**config.mk**
```make
export PLATFORM = sky130hd
export DESIGN_NAME = fpu_op_sequencer
export DESIGN_NICKNAME = d
export VERILOG_FILES = /design/src/rtl/fpu_op_sequencer.sv
export SDC_FILE = /design/constraint.sdc
export NUM_CORES = 1
export LEC_CHECK = 0
export ABC_AREA = 1
export CAP_MARGIN = 20
export CORE_UTILIZATION = 40
export CTS_CLUSTER_DIAMETER = 30
export DETAILED_ROUTE_END_ITERATION = 8
export PLACE_DENSITY = 0.72
export SLEW_MARGIN = 40
export SYNTH_ARGS = -nofsm -noshare
export SYNTH_HDL_FRONTEND = slang
export SYNTH_SLANG_ARGS = --single-unit
```
**constraint.sdc**
```tcl
create_clock -name CLK -period 2.2 [get_ports CLK]
set_clock_uncertainty 0.2 [all_clocks]
set_input_delay 0.33 -clock CLK [delete_from_list [all_inputs] [get_ports CLK]]
set_output_delay 0.33 -clock CLK [all_outputs]
set_load 0.01 [all_outputs]
```
**src/rtl/fpu_op_sequencer.sv**
```systemverilog
// fpu_op_sequencer: sequences ADD/SUB/MUL/MADD/MSUB commands over a shared F32 add/mul datapath
module fpu_op_sequencer #(
    parameter int CNT_W = 16
) (
    input  logic             CLK,
    input  logic             RST,
    input  logic             req_valid,
    output logic             req_ready,
    input  logic [4:0]       req_funct,
    input  logic [31:0]      req_op1,
    input  logic [31:0]      req_op2,
    input  logic [31:0]      req_op3,
    input  logic [1:0]       req_round_mode,
    output logic             rsp_valid,
    input  logic             rsp_ready,
    output logic [31:0]      rsp_result,
    output logic             rsp_err,
    output logic [31:0]      dp_op1,
    output logic [31:0]      dp_op2,
    output logic [4:0]       dp_funct,
    output logic [1:0]       dp_round_mode,
    input  logic [31:0]      dp_result,
    output logic [CNT_W-1:0] op_count
);
    typedef enum logic [1:0] {IDLE, EXEC1, EXEC2, DONE} state_t;
    state_t state, state_nx;
    logic [31:0] op1, op2, op3, prod;
    logic [4:0] funct;
    logic [1:0] rm;
    logic is_add, is_sub, is_mul, is_fma, is_ill;
    assign is_add = funct == 5'd1;
    assign is_sub = funct == 5'd5;
    assign is_mul = funct == 5'd2;
    assign is_fma = funct == 5'd3 || funct == 5'd4;
    assign is_ill = !(is_add || is_sub || is_mul || is_fma);
    assign req_ready = state == IDLE;
    assign rsp_valid = state == DONE;
    // State register
    always_ff @(posedge CLK) begin
        if (RST) state <= IDLE;
        else state <= state_nx;
    end
    // Next state and datapath drive; datapath inputs stay zero outside execute passes
    always_comb begin
        state_nx = state;
        dp_op1 = '0;
        dp_op2 = '0;
        dp_funct = '0;
        dp_round_mode = '0;
        case (state)
            IDLE: state_nx = req_valid ? EXEC1 : IDLE;
            EXEC1: begin
                state_nx = is_fma ? EXEC2 : DONE;
                if (!is_ill) begin
                    dp_op1 = op1;
                    dp_op2 = is_sub ? {~op2[31], op2[30:0]} : op2;
                    dp_funct = (is_add || is_sub) ? 5'd1 : 5'd2;
                    dp_round_mode = rm;
                end
            end
            EXEC2: begin
                state_nx = DONE;
                dp_op1 = prod;
                dp_op2 = funct == 5'd4 ? {~op3[31], op3[30:0]} : op3;
                dp_funct = 5'd1;
                dp_round_mode = rm;
            end
            DONE: state_nx = rsp_ready ? IDLE : DONE;
            default: state_nx = IDLE;
        endcase
    end
    // Command latch, product/result capture and completion counter
    always_ff @(posedge CLK) begin
        if (RST) begin
            op1 <= '0;
            op2 <= '0;
            op3 <= '0;
            funct <= '0;
            rm <= '0;
            prod <= '0;
            rsp_result <= '0;
            rsp_err <= 1'b0;
            op_count <= '0;
        end else begin
            if (req_valid && req_ready) begin
                op1 <= req_op1;
                op2 <= req_op2;
                op3 <= req_op3;
                funct <= req_funct;
                rm <= req_round_mode;
            end
            if (state == EXEC1 && is_fma) prod <= dp_result;
            if (state == EXEC1 && !is_fma) begin
                rsp_result <= is_ill ? 32'h7FC0_0000 : dp_result;
                rsp_err <= is_ill;
            end
            if (state == EXEC2) rsp_result <= dp_result;
            if (state == DONE && rsp_ready) begin
                rsp_err <= 1'b0;
                op_count <= op_count + CNT_W'(1);
            end
        end
    end
endmodule

```
==> qor.yml <==
initial_utilization: 0.410
violations: "negative setup slack"
multi_input_area_sq_um: 3870
drt_first_pass_iters: 5
grt_max_degree: 69
maxCapViolCount: 0
drtIter0Drc: 497
hpwl_microns: 16900
route.detailed.drc: 0
die_h_microns: 141
gp_congestion: 0.840
cp.required_ps: 1670
arrival_ps: 2000
cp-start-kind: "flop"
wl_microns: 26800
grt_use_total: 0.263
synth_area_sq_um: 7720
grt_pass1_wl_microns: 40600
timing.final.crit_share: 1.15
die_w_microns: 141
ir_drop_mv: 0.604
synth_warnings: 0
final_cell_mix: "264 x nor2_1, 188 x clkdlybuf4s50_1, 179 x dfxtp_1, 158 x nand2_1, 155 x o21ai_0"
seq_area_sq_um: 3740
crit_type: "reg -> out"
wl_per_cell_microns: 16.2
hold_viol_final: 0
n_fill_cell: 1641
final_common_cell: "nor2_1"
drive_above_1_share: 0.196
grt_overflow: 0
port_buffers: 257
status: "finished with violations"
fin_setup_tns_ps: -17950
clk_pin_slew_ps: 80
syn_avg_cell_area_sq_um: 7.03
yosysSeqAreaShare: 0.482
clk_latency_ps: 430
powerDensity_nw_per_um2: 758
layout.nets: 1516
ys_ff_latch: 186
grt_pass1_vias: 7677
cts_sinks: 186
io_pins: 261
drv_slew: 0
synth.distinct_cells: 28
root_buffer: "clkbuf_16"
crit_path_end_kind: "primary output"
finalWorstSetupSlack_ps: -332
holdCritPathClass: "reg -> reg"
clockBufferDepth: 2
stdcell_area_sq_um: 12000
p_leak_nw: 5.05
numCtsBuffers: 17
vias_per_cell: 5.04
finalSetupViolCount: 67
cts_tree: "built"
core.rowCount: 50
h-tree-depth: 4
core_sq_um: 18800
antenna_found_initial: 2
fin_crit_ps: 2530
grt_setup_unrepaired: "true"
num_vias: 8311
postSynthCellCount: 1098
hold_buffers: 0
total_power_mw: 9.13
cp_max_fo: 4
dieArea_sq_um: 19900
synthToLayoutAreaGrowth_pct: 55.9
place_area_sq_um: 10800
fmax_ghz: 0.395
drt.antenna.violating_nets: 0
## layer usage
layer	vias to the layer above	track usage	wire, microns
li1	4089	-	-
met1	3865	0.349	11900
met2	301	0.404	12000
met3	56	0.0690	2000
met4	0	0.113	874
met5	-	0	0
## cells in the mapped netlist
library cell / number / share of area
nand2_1: 183 / 0.089
inv_1: 39 / 0.019
nor3_1: 4 / 0.0026
conb_1: 1 / 0.00049
dfxtp_1: 186 / 0.48
a21oi_1: 57 / 0.037
buf_4: 5 / 0.0049
nor2_4: 1 / 0.0015
o21bai_1: 1 / 0.00097
nand2_2: 4 / 0.0032
nor2_2: 3 / 0.0024
xnor2_1: 2 / 0.0023
nor2_1: 271 / 0.13
o21a_1: 1 / 0.00097
inv_2: 3 / 0.0015
nand3_2: 1 / 0.0013
o21ai_1: 1 / 0.00065
nand3_1: 96 / 0.062
clkinv_1: 1 / 0.00049
clkbuf_1: 46 / 0.022
xor2_1: 1 / 0.0011
nand4_1: 1 / 0.00081
o21ai_0: 156 / 0.10
buf_6: 6 / 0.0087
buf_1: 10 / 0.0049
a211oi_1: 1 / 0.00097
buf_2: 12 / 0.0078
ha_1: 5 / 0.0081
## path summary, 6_finish.rpt
path                                      from              to  slack (ps)  cells after the start
worst min-delay path            rsp_result[14]  rsp_result[14]         260                      2
worst max-delay path                  funct[1]       dp_op1[0]        -330                     11
worst max register to register        state[0]   rsp_result[0]         190                      9
worst min register to register  rsp_result[14]  rsp_result[14]         260                      2
## flip-flops by register name (all words and copies together) (netlist names), 2 cells and up
name / flops
op1: 32
op2: 32
op3: 32
prod: 32
rsp_result: 32
op_count: 16
funct: 5
rm: 2
state: 2
## report_power, final
| part | internal [mW] | switching, mW |
|---|---|---|
| combinational | 0.962 | 1.12 |
| clock | 1.64 | 1.51 |
| sequential | 3.69 | 0.209 |
## metrics by stage
step	util	std cells	hold WS [ps]	setup slack (ps)
finish	0.639	1648	265	-332
global route	0.639	1647	282	-421
CTS	0.630	1645	255	-317
detailed placement	0.571	1581	256	-221
global placement	0.571	1581	257	-175
floorplan	-	1100	255	76.3
## worst max-delay path, stage by stage, from the launching register on
cell	delay, ps
dfxtp_4	360
nor2_4	160
nand3_2	110
nand2_2	110
nor2_4	50
nor2_4	140
buf_6	140
buf_12	120
buf_16	120
nand3_2	60
nand2_1	60
buf_2	120
## kinds of logic (layout without fill, tap and decap cells)
group | count (synthesis) | after routing | share of synthesized area
adders and majority gates | 5 | 5 | 0.00810
buffers and inverters | 122 | 407 | 0.0695
DFF | 186 | 186 | 0.482
AOI/OAI and AO/OA | 217 | 217 | 0.142
other | 1 | 6 | 0.000486
and+or+nand+nor | 564 | 564 | 0.295
xor gates and xnor gates | 3 | 3 | 0.00340
## what timing repair did
action                     in CTS  in global routing
pin swaps                      22                 29
cloned                         10                  0
buffers inserted               25                  6
setup endpoints to repair      70                 69
gates resized for setup       372                 52
## final cells by class
| type | count | share of cell area |
|---|---|---|
| diodes | 3 | 0.000623 |
| clock buffers | 17 | 0.0353 |
| clock inverters | 15 | 0.0147 |
| inverters | 43 | 0.0143 |
| multi-input cells | 792 | 0.322 |
| flip-flops and latches | 186 | 0.310 |
| well taps | 260 | 0.0270 |
| repair buffers | 332 | 0.276 |
Power figures use the tool's default switching activity.
==> RTL edit, RTL diff (same settings) <==
Add an input register stage for `req_round_mode`, with the module's reset; this delays it by one clock. The other inputs are not delayed to match.
--- a/src/rtl/fpu_op_sequencer.sv
+++ b/src/rtl/fpu_op_sequencer.sv
@@ -25,2 +25,13 @@
     typedef enum logic [1:0] {IDLE, EXEC1, EXEC2, DONE} state_t;
+
+    logic [1:0] req_round_mode_q;
+
+    always_ff @(posedge CLK) begin
+        if (RST) begin
+            req_round_mode_q <= '0;
+        end else begin
+            req_round_mode_q <= req_round_mode;
+        end
+    end
+
     state_t state, state_nx;
@@ -89,3 +100,3 @@
                 funct <= req_funct;
-                rm <= req_round_mode;
+                rm <= req_round_mode_q;
             end
Formal check against the unedited RTL: not equivalent (Yosys sat finds a counterexample within 4 cycles, from zero or initial values and one cycle with RST high).
==> RTL edit against the unedited design <==
- the run still ends with negative setup slack left
- wire length fell by 0.12%
- power shrank 0.54%
- sequential cell count up 2
- final area is 2.9% higher
- setup slack got worse by 0.022 ns
- clock power is 4% lower
- worst hold slack got worse by 0.034 ns
- area after synthesis rose by 5.2%
- critical endpoint is now dp_op2[31]
==> RTL edit: results (changes against the unedited design) <==
\begin{tabular}{lr}
\hline
Metric & Value \\
\hline
\multicolumn{2}{l}{\textbf{Status}} \\
Run status & finished, violations left \\
Violations in the final reports & negative setup slack \\
\multicolumn{2}{l}{\textbf{Worst setup path}} \\
Arr. time, crit path & 2.02 ns (+0.02 ns) \\
Cell depth of the worst flop-to-flop path & 10 (+1) \\
Reg2Reg Capture Point & rsp\_result[8] \\
Crit path capture & dp\_op2[31] \\
Start point of the critical path & funct[3] \\
\multicolumn{2}{l}{\textbf{GRT}} \\
Total routing usage reported by global routing & 25.4\% (-0.94 points) \\
Met1 usage in global routing & 33.9\% (-1.0 points) \\
Pin count of the biggest net entering global routing & 73 (+5.8\%) \\
GR met3 Demand/Resource & 6.62\% (-0.27 points) \\
Number of antenna violations at the first check in global routing & 0 (-2) \\
\multicolumn{2}{l}{\textbf{Routing}} \\
Total wirelength of the detailed-routed design & 26,700 microns (-0.12\%) \\
Wire length on met1 & 11,700 microns (-1.3\%) \\
Total length of routed met3 wires & 2150 microns (+7.4\%) \\
Via count & 8,247 (-0.77\%) \\
\multicolumn{2}{l}{\textbf{Clock network}} \\
Post-CTS Setup Repair Bufs & 19 (-24\%) \\
Post-cts repair resize count & 345 (-7.3\%) \\
\multicolumn{2}{l}{\textbf{STA}} \\
Accumulated negative setup slack & -18.70 ns (-0.757 ns) \\
Post-route worst setup slack & -0.354 ns (-0.0217 ns) \\
Final hold slack & 0.231 ns (-0.0337 ns) \\
Number of failing setup endpoints in the final timing report & 68 (+1.5\%) \\
\multicolumn{2}{l}{\textbf{Hold path}} \\
Hold Path Class & primary input to register \\
Worst hold path cell count & 3 (+1) \\
Launch instance of the worst min-delay path & req\_round\_mode[1] \\
\multicolumn{2}{l}{\textbf{Placed design}} \\
Placement-stage cell area & 0.0111 sq mm (+3.3\%) \\
GPL Wtd Cong & 0.866 (+3.1\%) \\
Sum of net half-perimeters after detailed placement & 17,800 microns (+5.0\%) \\
\multicolumn{2}{l}{\textbf{Synth}} \\
Top cell types by occurrence after synthesis & nor2\_1 (272), dfxtp\_1 (188), nand2\_1 (181) \\
Adder-cell share of the synthesized area & 0.770\% (-0.040 points) \\
Top post-synthesis cells by area & dfxtp\_1 (46\%), nor2\_1 (13\%), o21ai\_0 (9.2\%), nand2\_1 (8.4\%), nand3\_2 (6.5\%) \\
Parity-gate share of the synthesized area counting xor and xnor cells & 0.323\% (-0.017 points) \\
\multicolumn{2}{l}{\textbf{Finish}} \\
Diode insertion count for antenna repair & 0 (-3) \\
Number of nets at the end of the flow & 1,522 (+0.40\%) \\
\multicolumn{2}{l}{\textbf{Power and ir drop}} \\
P\_leak & 0.00507 uW (+0.41\%) \\
\hline
\end{tabular}
[RTL edit: cell count changes after synthesis, moves of 7 or more]
cell,unedited run,this run
buf_1,10,2
nand3_1,96,45
o21ai_0,156,149
nand3_2,1,53
buf_2,12,26
[RTL edit: logic make-up (layout without fill, tap and decap cells)]
kind of cell,Yosys count,count (layout)
buffers and inverters,126,410
AOI/OAI and AO/OA,217,217
DFF,188,188
adders and majority gates,5,5
other,1,3
and+or+nand+nor,565,565
xor gates and xnor gates,3,3
[RTL edit: cell type report]
| class | instances | area, sq um |
|---|---|---|
| Clock inverter | 14 | 145 |
| Inverter | 46 | 184 |
| Multi-Input combinational cell | 793 | 4060 |
| Clock buffer | 18 | 429 |
| Timing Repair Buffer | 332 | 3460 |
| Fill cell | 1749 | 7260 |
| Tap cell | 265 | 332 |
| Sequential cell | 188 | 3780 |
[RTL edit: power by group through the flow]
| stage | sequential (uW) | clock [uW] | combinational [uW] |
|---|---|---|---|
| after floorplan | 3980 | 0 | 1000 |
| after global placement | 3990 | 0 | 1840 |
| after detailed placement | 3990 | 0 | 1860 |
| after CTS | 3930 | 3060 | 2070 |
| after global routing | 3980 | 3190 | 2320 |
| final | 3950 | 3000 | 2130 |
[RTL edit: metrics by stage]
stage | std cells | worst slack [ns]
global route | 1656 | -0.441
detailed placement | 1594 | -0.282
finish | 1656 | -0.354
floorplan | 1107 | 0.110
global placement | 1594 | -0.251
CTS | 1654 | -0.382
[RTL edit: tightest hold or removal path, delay by kind of cell]
kind                   cells  cell delay (ns)
buffers and inverters      2             0.44
AND/OR/NAND/NOR            1             0.04
